**config.mk**
```make
export PLATFORM = sky130hd
export DESIGN_NAME = uart_transceiver
export DESIGN_NICKNAME = d
export VERILOG_FILES = /design/src/rtl/uart_transceiver.sv
export SDC_FILE = /design/constraint.sdc
export NUM_CORES = 1
export LEC_CHECK = 0
export ABC_CLOCK_PERIOD_IN_PS = 7050
export CAP_MARGIN = 40
export CORE_MARGIN = 2
export CORE_UTILIZATION = 35
export CTS_CLUSTER_DIAMETER = 100
export CTS_CLUSTER_SIZE = 10
export DETAILED_ROUTE_END_ITERATION = 7
export PLACE_DENSITY = 0.65
export SYNTH_ARGS = -nofsm -noshare
export SYNTH_HDL_FRONTEND = slang
export SYNTH_SLANG_ARGS = --single-unit
```
**constraint.sdc**
```tcl
create_clock -name clk -period 7.05 [get_ports clk]
set_clock_uncertainty 0.2 [all_clocks]
set_input_delay 0.705 -clock clk [delete_from_list [all_inputs] [get_ports clk]]
set_output_delay 0.705 -clock clk [all_outputs]
set_load 0.03 [all_outputs]
```
**src/rtl/uart_transceiver.sv**
```systemverilog
// Parametrised full-duplex UART: valid/ready transmitter, synchronised centre-sampling
// receiver with parity/framing checks, and an internal loopback path for self-test.
module uart_transceiver #(
    parameter int DATA_WIDTH   = 8,
    parameter int CLKS_PER_BIT = 8,
    parameter int PARITY       = 1,
    parameter int STOP_BITS    = 1,
    parameter int SYNC_STAGES  = 3
) (
    input  logic                  clk,
    input  logic                  reset,
    input  logic                  tx_valid,
    input  logic [DATA_WIDTH-1:0] tx_data,
    output logic                  tx_ready,
    output logic                  serial_out,
    input  logic                  serial_in,
    input  logic                  loopback,
    output logic [DATA_WIDTH-1:0] rx_data,
    output logic                  rx_valid,
    output logic                  parity_error,
    output logic                  framing_error,
    output logic [2:0]            tx_state_dbg,
    output logic [2:0]            rx_state_dbg
);
    localparam bit HAS_PARITY = (PARITY != 0);
    localparam bit ODD_PARITY = (PARITY == 2);
    localparam int STOP_CLKS  = CLKS_PER_BIT * STOP_BITS;
    localparam int CW         = $clog2(STOP_CLKS + 1);
    localparam int BW         = $clog2(DATA_WIDTH + 1);

    localparam logic [CW-1:0] BIT_LAST   = CW'(CLKS_PER_BIT - 1);
    localparam logic [CW-1:0] HALF_LAST  = CW'(CLKS_PER_BIT / 2 - 1);
    localparam logic [CW-1:0] STOP_LAST  = CW'(STOP_CLKS - 1);
    localparam logic [CW-1:0] STOP_READY = CW'(STOP_CLKS - 2);
    localparam logic [BW-1:0] DATA_LAST  = BW'(DATA_WIDTH - 1);
    localparam logic [BW-1:0] STOPS_LAST = BW'(STOP_BITS - 1);

    typedef enum logic [2:0] {TX_IDLE, TX_START, TX_DATA, TX_PARITY, TX_STOP} tx_state_t;
    typedef enum logic [2:0] {RX_IDLE, RX_START, RX_DATA, RX_PARITY, RX_STOP, RX_WAIT_HIGH} rx_state_t;

    // Handshake: a word transfers on every clk edge where tx_valid and tx_ready are both
    // high; tx_data is captured only then. tx_valid while tx_ready is low has no effect.
    // tx_ready rises in the last cycle of the final stop bit so a waiting word follows
    // the previous frame with no idle gap.
    tx_state_t             tx_state;
    logic [CW-1:0]         tx_cnt;
    logic [BW-1:0]         tx_bit;
    logic [DATA_WIDTH-1:0] tx_shift;
    logic                  tx_par;

    always_ff @(posedge clk) begin
        if (reset) begin
            tx_state   <= TX_IDLE;
            tx_cnt     <= '0;
            tx_bit     <= '0;
            tx_shift   <= '0;
            tx_par     <= 1'b0;
            serial_out <= 1'b1;
            tx_ready   <= 1'b1;
        end else if (tx_valid && tx_ready) begin
            tx_state   <= TX_START;
            tx_cnt     <= '0;
            tx_bit     <= '0;
            tx_shift   <= tx_data;
            tx_par     <= (^tx_data) ^ ODD_PARITY;
            serial_out <= 1'b0;
            tx_ready   <= 1'b0;
        end else begin
            case (tx_state)
                TX_IDLE: tx_cnt <= '0;
                TX_START: begin
                    if (tx_cnt == BIT_LAST) begin
                        tx_state   <= TX_DATA;
                        tx_cnt     <= '0;
                        serial_out <= tx_shift[0];
                        tx_shift   <= tx_shift >> 1;
                    end else begin
                        tx_cnt <= tx_cnt + 1'b1;
                    end
                end
                TX_DATA: begin
                    if (tx_cnt == BIT_LAST) begin
                        tx_cnt <= '0;
                        if (tx_bit == DATA_LAST) begin
                            tx_bit <= '0;
                            if (HAS_PARITY) begin
                                tx_state   <= TX_PARITY;
                                serial_out <= tx_par;
                            end else begin
                                tx_state   <= TX_STOP;
                                serial_out <= 1'b1;
                            end
                        end else begin
                            tx_bit     <= tx_bit + 1'b1;
                            serial_out <= tx_shift[0];
                            tx_shift   <= tx_shift >> 1;
                        end
                    end else begin
                        tx_cnt <= tx_cnt + 1'b1;
                    end
                end
                TX_PARITY: begin
                    if (tx_cnt == BIT_LAST) begin
                        tx_state   <= TX_STOP;
                        tx_cnt     <= '0;
                        serial_out <= 1'b1;
                    end else begin
                        tx_cnt <= tx_cnt + 1'b1;
                    end
                end
                TX_STOP: begin
                    // All stop bits are one continuous high period.
                    if (tx_cnt == STOP_LAST) begin
                        tx_state <= TX_IDLE;
                        tx_cnt   <= '0;
                    end else begin
                        tx_cnt <= tx_cnt + 1'b1;
                        if (tx_cnt == STOP_READY) tx_ready <= 1'b1;
                    end
                end
                default: begin
                    tx_state   <= TX_IDLE;
                    serial_out <= 1'b1;
                    tx_ready   <= 1'b1;
                end
            endcase
        end
    end

    // Loopback is selected ahead of the synchroniser so both paths see identical timing.
    logic [SYNC_STAGES-1:0] rx_sync;
    logic                   rx_line;

    always_ff @(posedge clk) begin
        if (reset) rx_sync <= '1;
        else       rx_sync <= {rx_sync[SYNC_STAGES-2:0], loopback ? serial_out : serial_in};
    end

    assign rx_line = rx_sync[SYNC_STAGES-1];

    rx_state_t             rx_state;
    logic [CW-1:0]         rx_cnt;
    logic [BW-1:0]         rx_bit;
    logic [DATA_WIDTH-1:0] rx_shift;
    logic                  rx_par;
    logic                  rx_stop_err;
    logic                  rx_frame_err;

    assign rx_frame_err = rx_stop_err | ~rx_line;

    always_ff @(posedge clk) begin
        if (reset) begin
            rx_state      <= RX_IDLE;
            rx_cnt        <= '0;
            rx_bit        <= '0;
            rx_shift      <= '0;
            rx_par        <= 1'b0;
            rx_stop_err   <= 1'b0;
            rx_data       <= '0;
            rx_valid      <= 1'b0;
            parity_error  <= 1'b0;
            framing_error <= 1'b0;
        end else begin
            rx_valid <= 1'b0;
            case (rx_state)
                RX_IDLE: begin
                    rx_cnt <= '0;
                    if (!rx_line) rx_state <= RX_START;
                end
                RX_START: begin
                    // Half-bit re-check rejects glitches and aligns later samples to bit centres.
                    if (rx_cnt == HALF_LAST) begin
                        rx_cnt      <= '0;
                        rx_bit      <= '0;
                        rx_stop_err <= 1'b0;
                        rx_state    <= rx_line ? RX_IDLE : RX_DATA;
                    end else begin
                        rx_cnt <= rx_cnt + 1'b1;
                    end
                end
                RX_DATA: begin
                    if (rx_cnt == BIT_LAST) begin
                        rx_cnt   <= '0;
                        rx_shift <= {rx_line, rx_shift[DATA_WIDTH-1:1]};
                        if (rx_bit == DATA_LAST) begin
                            rx_bit   <= '0;
                            rx_state <= HAS_PARITY ? RX_PARITY : RX_STOP;
                        end else begin
                            rx_bit <= rx_bit + 1'b1;
                        end
                    end else begin
                        rx_cnt <= rx_cnt + 1'b1;
                    end
                end
                RX_PARITY: begin
                    if (rx_cnt == BIT_LAST) begin
                        rx_cnt   <= '0;
                        rx_par   <= rx_line;
                        rx_state <= RX_STOP;
                    end else begin
                        rx_cnt <= rx_cnt + 1'b1;
                    end
                end
                RX_STOP: begin
                    if (rx_cnt == BIT_LAST) begin
                        rx_cnt <= '0;
                        if (rx_bit == STOPS_LAST) begin
                            rx_valid      <= 1'b1;
                            rx_data       <= rx_shift;
                            parity_error  <= HAS_PARITY && (rx_par != ((^rx_shift) ^ ODD_PARITY));
                            framing_error <= rx_frame_err;
                            rx_state      <= rx_frame_err ? RX_WAIT_HIGH : RX_IDLE;
                        end else begin
                            rx_bit      <= rx_bit + 1'b1;
                            rx_stop_err <= rx_frame_err;
                        end
                    end else begin
                        rx_cnt <= rx_cnt + 1'b1;
                    end
                end
                RX_WAIT_HIGH: begin
                    // A held-low line (break) must not be decoded as back-to-back frames.
                    rx_cnt <= '0;
                    if (rx_line) rx_state <= RX_IDLE;
                end
                default: rx_state <= RX_IDLE;
            endcase
        end
    end

    assign tx_state_dbg = tx_state;
    assign rx_state_dbg = rx_state;

endmodule

```
======== Word-level counts from Yosys, hierarchy flattened ========
Index checks and enable logic that the tools add are counted.
W data, S select, Z words.
word-level totals
  register bits after elaboration ......... 57
  input bits .............................. 13
  output and inout port bits .............. 19
  logic and storage cells ................. 150
cells by class
  add/sub/neg operators ................... 4
  eq/ne operators ......................... 41
  muxes and demuxes ....................... 51
  bitwise gates (word level) .............. 5
  reduce and logical (&&, ||, !) cells .... 30
operators by type and width
  kind                   number
  $mux W3                14
  $mux W4                9
  $mux W8                4
  $ne A2 B2 Y1 const B   15
  $ne A3 B3 Y1 const B   8
  $pmux W4 S3            2
  $eq A4 B3 Y1 const B   5
  $pmux W3 S6            1
  $add A4 B1 Y4 const B  4
  $pmux W8 S2            1
  $reduce_xor A8 Y1      2
  $pmux W3 S5            1
  $mux W1                14
  $eq A3 B2 Y1 const B   4
  $reduce_and A4 Y1      3
  $reduce_and A6 Y1      2
  $eq A3 B3 Y1 const B   3
  $reduce_bool A3 Y1     3
  $pmux W4 S2            1
  $reduce_and A8 Y1      1
  $reduce_or A4 Y1       2
  $eq A3 B1 Y1 const B   2
  $logic_not A3 Y1       2
  $reduce_and A2 Y1      3
  other kinds (15)       25

======== Depth between registers and ports, before layout ========
Gate-level depths: netlist of the first run.
  depth in word-level cells ............... 6
  mapped depth ............................ 7
  mapped depth without buffers ............ 7

======== Worst setup path after synthesis of the first run ========
No wires, ideal clock.
  path type ............................... register to register
  start ................................... register rx_cnt[0]
  end ..................................... register rx_state[0] (netlist: rx_state_dbg[0])
  setup time .............................. 0.070 ns
  data arrival time ....................... 2.037 ns
  data required time ...................... 6.780 ns
  setup slack ............................. 4.742 ns
  cell stages (with the launch flop) ...... 7
  path buffers ............................ 0
  period minus slack after synthesis ...... 2.308 ns
  cell sequence ........................... dfxtp_1 -> ha_1 -> or3b_4 -> a21o_1 -> a211o_1 -> or4b_1 -> a21oi_1
on the way
  cells in the longest elaborated chain, start to end .. 3
  elaborated cells on any way between the ends .. 7
  those cells by class .................... 6 x eq/ne; 1 x reduce/logical
ends and longest elaborated chain
  element                                       line  text
  start: declaration                            142   logic [CW-1:0] rx_cnt;
  start signal: assignment                      178   rx_cnt <= rx_cnt + 1'b1;
  start signal: assignment                      192   rx_cnt <= rx_cnt + 1'b1;
  start signal: assignment                      201   rx_cnt <= rx_cnt + 1'b1;
  $eq A4 B3 Y1 or $eq A4 B2 Y1 (tied branches)  --
  $ne A2 B2 Y1 (no source line)                 --
  $reduce_and A8 Y1 (no source line) (*)        --
  end signal: assignment                        176   rx_state <= rx_line ? RX_IDLE : RX_DATA;
  end signal: assignment                        187   rx_state <= HAS_PARITY ? RX_PARITY : RX_STOP;
  end signal: assignment                        212   rx_state <= rx_frame_err ? RX_WAIT_HIGH : RX_IDLE;
  end: declaration                              141   rx_state_t rx_state;
Mark *: on every way between the ends. The rest lies on a longest branch, timed or not.
A chain may end at the register's enable or synchronous reset.

======== Final worst setup path of the first run ========
  start ................................... register tx_state[2] (netlist: tx_state_dbg[2])
  end ..................................... output tx_state_dbg[2]
RTL lines
  element                   line  text
  start: declaration        45    tx_state_t tx_state;
  start signal: assignment  53    tx_state <= TX_IDLE;
  start signal: assignment  61    tx_state <= TX_START;
  start signal: assignment  73    tx_state <= TX_DATA;
  end: declaration          22    output logic [2:0] tx_state_dbg,
No word-level cell between the ends.

==> metrics.md, run 1 <==
| Metric | Value |
|---|---|
| Status | complete, no violations |
| Synth area leader | sky130_fd_sc_hd__dfxtp_1 |
| Type of origin of the critical path | register |
| Area fraction of the dominant cell type after synthesis | 40.34% |
| Most used flip-flop cell after synthesis | sky130_fd_sc_hd__dfxtp_1 |
| Transition time of the tightest slew-check pin | 777.9 ps |
| Total grt overflow | 0 |
| Via Count | 2490 |
| Worst rel slew slack | 48.03% |
| Worst Hold Endpoint | rx_sync[1] |
| Leak | 1.200 nW |
| Min Tclk post-route | 2668 ps |
| Max Transition Viols Final | 0 |
| RD Place Congestion | 0.7958 |
| Total power divided by cell area | 212.0 nW/µm² |
| Met1 wire length | 2.848 mm |
| Drt total wl | 5.827 mm |
| Avg Vias per Cell | 5.061 |
| Root Buffer | sky130_fd_sc_hd__clkbuf_8 |
| Wire length of the first global-routing pass | 10.27 mm |
| Placement row count | 32 |
| Sinks on Clock Net | 57 |
| Setup repair bufs after CTS | 0 |
| Setup WS post-layout | 4382 ps |
| Reg clk slew, reported paths | 70 ps |
| Worst flop-to-flop path endpoint | rx_state_dbg[0] |
| Largest net degree at the start of global routing | 50 |
| Post-layout power | 721.7 µW |
| Number of H-tree branching levels | 3 |
| Width of the chip | 93.91 µm |
| Routed len/inst | 11.84 µm |
| Final setup vio count | 0 |
| Proportion of register bits with asynchronous set or reset after synthesis | 0% |
| Post-CTS resize count | 0 |
| Setup Slack @ Placement | 4385 ps |
| Count of flip-flops with a built-in enable after synthesis | 0 |
| Buffers & Inverters on Critical Path | 1 |
| Routed wl met3 | 218 µm |
| Max Fanout on Critical Path | 17 |
| # diodes | 0 |
| Worst Hold Class | register to register |
| Number of design-rule violations left by the first detailed-router iteration | 88 |
| Sum Neg Setup Slack | 0 ps |
| Dominant cells by area after synthesis | sky130_fd_sc_hd__dfxtp_1, sky130_fd_sc_hd__a21oi_1, sky130_fd_sc_hd__nand2_1 |
| Met2 layer wire length in the routed design | 2.715 mm |
| Category of cells accounting for the largest share of critical-path delay | buffers and inverters |
| Required arrival time at the worst endpoint | 6140 ps |
| Number of cell instances on the worst register-to-register path | 6 |
| Total global-route track usage | 14.39% |
| Post-layout utilization of the core | 43.83% |
| Top routing layer used | met4 |
| Achievable clock frequency | 374.9 MHz |
| CP cell instances | clkdlybuf4s50_1 |
| Fin Hold WS | 212.8 ps |
| Netlist Area Pre-Place | 2829 µm² |
| Maximum clock path buffer count | 2 |
| Mapped Nets | 379 |
| Total core area | 7767 µm² |
| Warnings from Yosys | 0 |
| Sequential cell area fraction in the yosys report | 40.34% |
| Number of antenna violations at the first check in global routing | 0 |
| Die H | 93.91 µm |
| P&R area growth vs syn | 20.35% |
| Synth Instances | 360 |
| Arrival time of the worst setup path | 1760 ps |
| Number of storage elements in the synthesis netlist | 57 |
| Beginning of the worst register-to-register path | rx_cnt[0] |
| Top-level port count | 32 |
| Port bufs | 31 |
| HP Start | rx_sync[0] |
| Vias in the first global route | 2397 |
| Unrepaired setup endpoints after global routing | false |
| Syn_area_per_cell | 7.858 µm² |
| Cell variety after synth | 47 |
| Critical path's slowest cell | sky130_fd_sc_hd__clkdlybuf4s50_1 |
| Number of violations of the max-capacitance limit | 0 |
| Max rail drop VDD | 0.0001013 V |
| Total half-perimeter wirelength after legalization and detailed placement | 3.831 mm |
| Type of the setup path with the least slack | register to output port |
| Final Cycle Share | 37.84% |
| DIE AREA | 8818 µm² |
| Instance count along the most critical hold path | 1 |
| Share of cells above drive strength 1 | 6.154% |
| CTS tree | yes |
| First drt pass iteration count | 4 |
| Final nets | 404 |
| DRC viols | 0 |
| Hold-fix buffer count after cts | 0 |
| TritonCTS Buffers | 9 |
| Critical Path Sink Type | output port |
| Effective utilization at floorplan | 36.42% |
| Number of hold violations in the final report | 0 |
| Critical Path Max Stage Delay | 780 ps |
| Latest clock arrival within the worst-skew pair | 330 ps |
| Worst setup slack for register-to-register paths | 4490 ps |
| DRT antenna net count | 0 |
-- cell usage in the layout, fill, tap and decap left out, types with 5 or more instances in the layout --
master,n
sky130_fd_sc_hd__nor2b_1,5
sky130_fd_sc_hd__nand2_1,60
sky130_fd_sc_hd__o21ai_0,16
sky130_fd_sc_hd__ha_1,6
sky130_fd_sc_hd__dfxtp_1,57
sky130_fd_sc_hd__nand2b_1,9
sky130_fd_sc_hd__nor3_1,10
sky130_fd_sc_hd__nand3_1,20
sky130_fd_sc_hd__clkbuf_8,10
sky130_fd_sc_hd__xnor2_1,12
sky130_fd_sc_hd__clkdlybuf4s50_1,31
sky130_fd_sc_hd__a311oi_1,7
sky130_fd_sc_hd__nor2_1,28
sky130_fd_sc_hd__inv_1,7
sky130_fd_sc_hd__a21oi_1,45
-- per-stage QoR --
| step | cell area (µm²) | std cells |
|---|---|---|
| finish | 3405 | 492 |
| global route | 3405 | 492 |
| CTS | 3405 | 492 |
| detailed placement | 3209 | 476 |
| global placement | 3209 | 476 |
| floorplan | 2829 | 360 |
-- sequential cells by signal, indices dropped and copies added (netlist names) --
name           cells
framing_error      1
parity_error       1
rx_bit             4
rx_cnt             4
rx_data            8
rx_par             1
rx_shift           8
rx_state_dbg       3
rx_stop_err        1
rx_sync            3
rx_valid           1
serial_out         1
tx_bit             4
tx_cnt             4
tx_par             1
tx_ready           1
tx_shift           8
tx_state_dbg       3
-- kinds of logic (layout without fill, tap and decap cells) --
group	after synthesis	after routing	synth area share (%)
AO/OA/AOI/OAI	88	88	18.44
multiplexers	4	4	1.460
XOR/XNOR	17	17	5.749
adder cells (fa/ha/maj)	6	6	2.654
buffers and inverters	26	56	3.494
flip-flops	57	57	40.34
AND/OR/NAND/NOR	162	162	27.86
-- synth_stat cells (4+ instances only) --
| master | count |
|---|---|
| sky130_fd_sc_hd__a21o_1 | 4 |
| sky130_fd_sc_hd__a21oi_1 | 45 |
| sky130_fd_sc_hd__a311oi_1 | 7 |
| sky130_fd_sc_hd__clkbuf_1 | 17 |
| sky130_fd_sc_hd__dfxtp_1 | 57 |
| sky130_fd_sc_hd__ha_1 | 6 |
| sky130_fd_sc_hd__inv_1 | 7 |
| sky130_fd_sc_hd__nand2_1 | 60 |
| sky130_fd_sc_hd__nand2b_1 | 9 |
| sky130_fd_sc_hd__nand3_1 | 20 |
| sky130_fd_sc_hd__nand3b_1 | 4 |
| sky130_fd_sc_hd__nor2_1 | 28 |
| sky130_fd_sc_hd__nor2b_1 | 5 |
| sky130_fd_sc_hd__nor3_1 | 10 |
| sky130_fd_sc_hd__o21ai_0 | 16 |
| sky130_fd_sc_hd__xnor2_1 | 12 |
| sky130_fd_sc_hd__xor2_1 | 4 |
-- where the power goes --
part / total [mW] / switching [mW] / internal, mW
combinational: 0.0780 / 0.0420 / 0.0359
sequential: 0.344 / 0.0119 / 0.332
clock: 0.300 / 0.130 / 0.170
total: 0.722 / 0.184 / 0.538
-- final cells by class --
type	count	area, µm²
timing repair buffer	33	325.3
sequential	57	1141
multi-input combinational	277	1589
clock buffer	10	137.6
tap	102	127.6
clock inverter	6	57.56
inverter	7	26.28
fill	810	4363
-- worst max-delay path by stage --
stage,slack [ps],cells after the start,to,start
after global placement,4440,5,tx_cnt[2],reset
after detailed placement,4380,5,tx_cnt[2],reset
after floorplan,4740,6,rx_state_dbg[0],rx_cnt[0]
after global routing,4290,1,rx_state_dbg[1],rx_state_dbg[1]
after CTS,4370,1,rx_state_dbg[1],rx_state_dbg[1]
final,4380,1,tx_state_dbg[2],tx_state_dbg[2]
-- layer usage --
layer  vias up  track usage, %
met2        38           25.30
met4         0           4.348
met3         5           4.494
met5         -               0
met1      1131           16.67
li1       1316               -
Power figures use the tool's default switching activity.
==> run 2, diff against run 1 <==
Settings changed: ABC_CLOCK_PERIOD_IN_PS 7050 to 2500.
Clock period 7.05 ns to 2.5 ns, I/O delays scaled along.
==> metrics.md, run 2 (synthesis results as in run 1) <==
| Metric | Value |
|---|---|
| Total core area | 7767 µm² |
| Cell area reported after detailed placement | 3262 µm² |
| Number of cell instances on the worst register-to-register path | 6 |
| Number of hold violations in the final report | 0 |
| Number of violations of the max-capacitance limit | 0 |
| Sequential Power Share | 48.9% |
| Final setup vio count | 0 |
| Routed len/inst | 12.07 µm |
| Via Count | 2541 |
| Max Fanout on Critical Path | 6 |
| Unrepaired setup endpoints after global routing | false |
| Most common cell after layout, fill and taps aside | sky130_fd_sc_hd__nand2_1 |
| Number of antenna violations at the first check in global routing | 0 |
| DIE AREA | 8818 µm² |
| Share of cells above drive strength 1 | 8.060% |
| Final Cycle Share | 96.70% |
| Net load switching power | 531.0 µW |
| Setup repair bufs after CTS | 0 |
| CTS tree | yes |
| Post-layout power | 1.981 mW |
| Reg clk slew, reported paths | 70 ps |
| Combinational share of power | 11.5% |
| Required arrival time at the worst endpoint | 2570 ps |
| Placement row count | 32 |
| Transition time of the tightest slew-check pin | 676.2 ps |
| Proportion of power drawn by the clock network | 39.5% |
| Root Buffer | sky130_fd_sc_hd__clkbuf_8 |
| Achievable clock frequency | 413.6 MHz |
| Type of the setup path with the least slack | register to register |
| First drt pass iteration count | 4 |
| Beginning of the critical path | rx_cnt[0] |
| Sinks on Clock Net | 57 |
| Beginning of the worst register-to-register path | rx_cnt[0] |
| P&R area growth vs syn | 21.80% |
| Setup WS post-layout | 82.43 ps |
| Largest registers ranked by flip-flop count | rx_data: 8 flops, rx_shift: 8 flops, tx_shift: 8 flops |
| Worst flop-to-flop path endpoint | rx_state_dbg[0] |
| Top-level port count | 32 |
| Max rail drop VDD | 0.0003746 V |
| Most used cells in the layout excluding fill and tap cells | sky130_fd_sc_hd__nand2_1, sky130_fd_sc_hd__dfxtp_1, sky130_fd_sc_hd__a21oi_1 |
| Total half-perimeter wirelength after legalization and detailed placement | 4.076 mm |
| DRT antenna net count | 0 |
| Port bufs | 31 |
| Status | complete, no violations |
| Fill cells | 783 |
| RD Place Congestion | 0.7765 |
| Total power divided by cell area | 575.0 nW/µm² |
| Total grt overflow | 0 |
| Arrival time of the worst setup path | 2480 ps |
| Type of origin of the critical path | register |
| Wire length of the first global-routing pass | 10.54 mm |
| Effective utilization at floorplan | 36.42% |
| Min Tclk post-route | 2418 ps |
| TritonCTS Buffers | 9 |
| Sum Neg Setup Slack | 0 ps |
| # diodes | 0 |
| Width of the chip | 93.91 µm |
| HP Start | rx_sync[1] |
| Critical Path Sink Type | register |
| Vias in the first global route | 2330 |
| Die H | 93.91 µm |
| Fin Hold WS | 212.6 ps |
| Maximum clock path buffer count | 2 |
| Number of design-rule violations left by the first detailed-router iteration | 89 |
| Internal power component | 1.450 mW |
| Worst Hold Class | register to register |
| Avg Vias per Cell | 5.092 |
| Drt total wl | 6.025 mm |
| Number of H-tree branching levels | 3 |
| Leak | 1.221 nW |
| Worst Hold Endpoint | rx_sync[2] |
| Worst setup slack for register-to-register paths | 80 ps |
| DRC viols | 0 |
| Instance count along the most critical hold path | 1 |
| Worst rel slew slack | 54.75% |
| Largest net degree at the start of global routing | 39 |
| Post-route design area | 3446 µm² |
| Final nets | 411 |
| Fraction of power spent switching nets | 26.80% |
| Latest clock arrival within the worst-skew pair | 340 ps |
| Max Transition Viols Final | 0 |
| Total global-route track usage | 14.91% |
| Setup Slack @ Placement | 87.94 ps |
[run 2: changes by cell type in the layout (fill, tap and decap cells not counted), sizes merged]
cell      previous run  this run
clkinv               4         3
buf                  2         9
clkinvlp             1         2
clkbuf              10        11
bufinv               1         0
[run 2: metal layers]
metal / track usage (%) / vias up / part of all wire, % / routed length, µm
li1: - / 1324 / - / -
met4: 6.522 / 0 / 1.8 / 106
met1: 19.04 / 1170 / 49 / 2947
met3: 3.852 / 7 / 3.7 / 220
met2: 23.69 / 40 / 46 / 2751
met5: 0 / - / 0 / 0
[run 2: worst max-delay path by stage]
stage,cells past startpoint,slack [ps],to
6_report,6,80,rx_state_dbg[0]
5_1_grt,6,8,rx_state_dbg[0]
2_1_floorplan,6,190,rx_state_dbg[0]
3_3_place_gp,6,130,rx_state_dbg[0]
3_5_place_dp,6,90,rx_state_dbg[0]
4_1_cts,6,50,rx_state_dbg[0]
[run 2: metrics by stage]
step           util (%)  std cells
2_1_floorplan         -        360
3_3_place_gp      41.99        483
3_5_place_dp      41.99        483
4_1_cts           44.33        499
5_1_grt           44.36        499
6_report          44.36        499
[run 2: timing repair]
action | in CTS | in global routing
hold buffers | 0 | 0
resized for setup | 0 | 1
setup endpoints to repair | 0 | 2
[run 2: worst max-delay path: stages, from the launching register on]
cell,delay [ps]
sky130_fd_sc_hd__dfxtp_1,380
sky130_fd_sc_hd__ha_2,240
sky130_fd_sc_hd__or3b_4,400
sky130_fd_sc_hd__a21o_1,170
sky130_fd_sc_hd__a211o_1,340
sky130_fd_sc_hd__or4b_1,500
sky130_fd_sc_hd__a21oi_1,120
[run 2: power by group through the flow]
| stage | Sequential [mW] | Clock, mW | Combinational, mW |
|---|---|---|---|
| CTS | 0.969 | 0.808 | 0.231 |
| floorplan | 0.991 | 0 | 0.151 |
| global route | 0.975 | 0.845 | 0.257 |
| global placement | 0.988 | 0 | 0.227 |
| detailed placement | 0.990 | 0 | 0.229 |
| finish | 0.969 | 0.783 | 0.229 |
[run 2: layout make-up]
class,instances,area [µm²],area share (%)
clock buffer,11,151.4,4.394
clock inverter,5,30.03,0.8715
inverter,7,26.28,0.7625
multi-input combinational,277,1592,46.19
sequential,57,1141,33.12
tap,102,127.6,3.704
timing repair buffer,40,377.9,10.97
==> run 3, diff against run 2 <==
Settings changed: CORE_ASPECT_RATIO from default to 1.75, REMOVE_ABC_BUFFERS from default to 1.
==> metrics.md, run 3 (synthesis results as in run 1) <==
| Metric | Value |
|---|---|
| Number of design-rule violations left by the first detailed-router iteration | 263 |
| Latest clock arrival within the worst-skew pair | 330 ps |
| Routed len/inst | 13.39 µm |
| Required arrival time at the worst endpoint | 2560 ps |
| Total global-route track usage | 15.83% |
| Area of the multi-input gates | 1592 µm² |
| CP cell instances | ha_2, or3b_4, a21o_1, a211o_1, or4b_1, a21oi_1 |
| Met2 layer wire length in the routed design | 3.497 mm |
| DRT antenna net count | 0 |
| Drt total wl | 6.521 mm |
| Met1 wire length | 2.594 mm |
| Type of origin of the critical path | register |
| Hold-fix buffer count after cts | 0 |
| Total core area | 7909 µm² |
| First drt pass iteration count | 4 |
| Achievable clock frequency | 412.9 MHz |
| Total grt overflow | 0 |
| # diodes | 0 |
| Final nets | 411 |
| Category of cells accounting for the largest share of critical-path delay | simple AND/OR/NAND/NOR gates |
| Total power divided by cell area | 708.1 nW/µm² |
| Max rail drop VDD | 0.0003878 V |
| Largest net degree at the start of global routing | 32 |
| Worst Hold Class | register to register |
| Largest registers ranked by flip-flop count | rx_data: 8 flops, rx_shift: 8 flops, tx_shift: 8 flops |
| P&R area growth vs syn | 26.49% |
| Critical Path Sink Type | register |
| Arrival time of the worst setup path | 2480 ps |
| Max Transition Viols Final | 0 |
| Share of cells above drive strength 1 | 8.312% |
| Number of H-tree branching levels | 3 |
| Critical Path Max Stage Delay | 510 ps |
| Root Buffer | sky130_fd_sc_hd__clkbuf_16 |
| Leak | 1.285 nW |
| Top-level port count | 32 |
| TritonCTS Buffers | 9 |
| Top routing layer used | met4 |
| Number of antenna violations at the first check in global routing | 0 |
| Avg Vias per Cell | 5.357 |
| Most common cell after layout, fill and taps aside | sky130_fd_sc_hd__nand2_1 |
| Final Cycle Share | 96.88% |
| Width of the chip | 71.96 µm |
| Maximum clock path buffer count | 2 |
| DRC viols | 0 |
| Status | complete, no violations |
| Type of the setup path with the least slack | register to register |
| Non-filler cells in the finished layout | 487 |
| Wire length of the first global-routing pass | 11.05 mm |
| Number of cells after detailed placement | 471 |
| Die H | 122.9 µm |
| Placement row count | 43 |
| DIE AREA | 8846 µm² |
| Max Fanout on Critical Path | 6 |
| Fill cells | 796 |
| Setup repair bufs after CTS | 0 |
| Worst rel slew slack | 57.83% |
| Number of hold violations in the final report | 0 |
| Total half-perimeter wirelength after legalization and detailed placement | 4.631 mm |
| Reg clk slew, reported paths | 60 ps |
| Area taken by flip-flops and latches | 1142 µm² |
| Min Tclk post-route | 2422 ps |
| Effective utilization at floorplan | 35.77% |
| Fin Hold WS | 209.1 ps |
| Buffers & Inverters on Critical Path | 0 |
| Vias in the first global route | 2475 |
| Routed wl met3 | 269 µm |
| Sinks on Clock Net | 57 |
| Final setup vio count | 0 |
| Via Count | 2609 |
| Post-layout utilization of the core | 45.25% |
| RD Place Congestion | 0.7887 |
| CTS tree | yes |
| Number of violations of the max-capacitance limit | 0 |
| Transition time of the tightest slew-check pin | 630.2 ps |
| Port bufs | 31 |
| Critical path's slowest cell | sky130_fd_sc_hd__or4b_1 |
| Most used cells in the layout excluding fill and tap cells | sky130_fd_sc_hd__nand2_1, sky130_fd_sc_hd__dfxtp_1, sky130_fd_sc_hd__a21oi_1 |
## run 3: worst reg2reg max path: stages (launching register included)
cell	delay, ps
sky130_fd_sc_hd__dfxtp_1	370
sky130_fd_sc_hd__ha_2	240
sky130_fd_sc_hd__or3b_4	410
sky130_fd_sc_hd__a21o_1	170
sky130_fd_sc_hd__a211o_1	330
sky130_fd_sc_hd__or4b_1	510
sky130_fd_sc_hd__a21oi_1	130
## run 3: path summary, 6_finish.rpt
kind         startpoint               to  slack [ps]  cells past startpoint
max           rx_cnt[1]  rx_state_dbg[0]          80                      6
min          rx_sync[0]       rx_sync[1]         210                      1
max reg2reg   rx_cnt[1]  rx_state_dbg[0]          80                      6
min reg2reg  rx_sync[0]       rx_sync[1]         210                      1
## run 3: metrics by stage
step / power, mW / setup TNS (ps) / cell area (µm²) / worst slack (ps)
3_3_place_gp: 1.216 / 0 / 3247 / 111.7
6_report: 2.534 / 0 / 3578 / 78.01
3_5_place_dp: 1.223 / 0 / 3247 / 74.74
5_1_grt: 2.628 / -15.95 / 3578 / -15.95
4_1_cts: 2.559 / 0 / 3575 / 53.99
2_1_floorplan: 1.127 / 0 / 2756 / 154.0
## run 3: what timing repair did
action / CTS / global route
hold endpoints to repair: 0 / 0
setup endpoints to repair: 0 / 1
gates resized for setup: 0 / 2
## run 3: layout make-up
cell class | instances | share of cell area [%]
Inverter | 7 | 0.7343
Clock inverter | 7 | 2.867
Clock buffer | 9 | 6.294
Timing Repair Buffer | 40 | 10.56
Sequential cell | 57 | 31.92
Tap cell | 90 | 3.147
Multi-Input combinational cell | 277 | 44.48
## run 3: power breakdown
part	internal (mW)	total (mW)	leakage [nW]	switching [mW]
registers	0.937	0.972	0.463	0.0349
logic	0.107	0.233	0.666	0.126
clock network	0.879	1.33	0.156	0.449
total	1.92	2.53	1.28	0.610
## run 3: layer usage
layer | track usage [%] | up-vias
met5 | 0 | -
met3 | 3.749 | 14
met1 | 16.82 | 1218
li1 | - | 1327
met2 | 28.36 | 50
met4 | 8.491 | 0
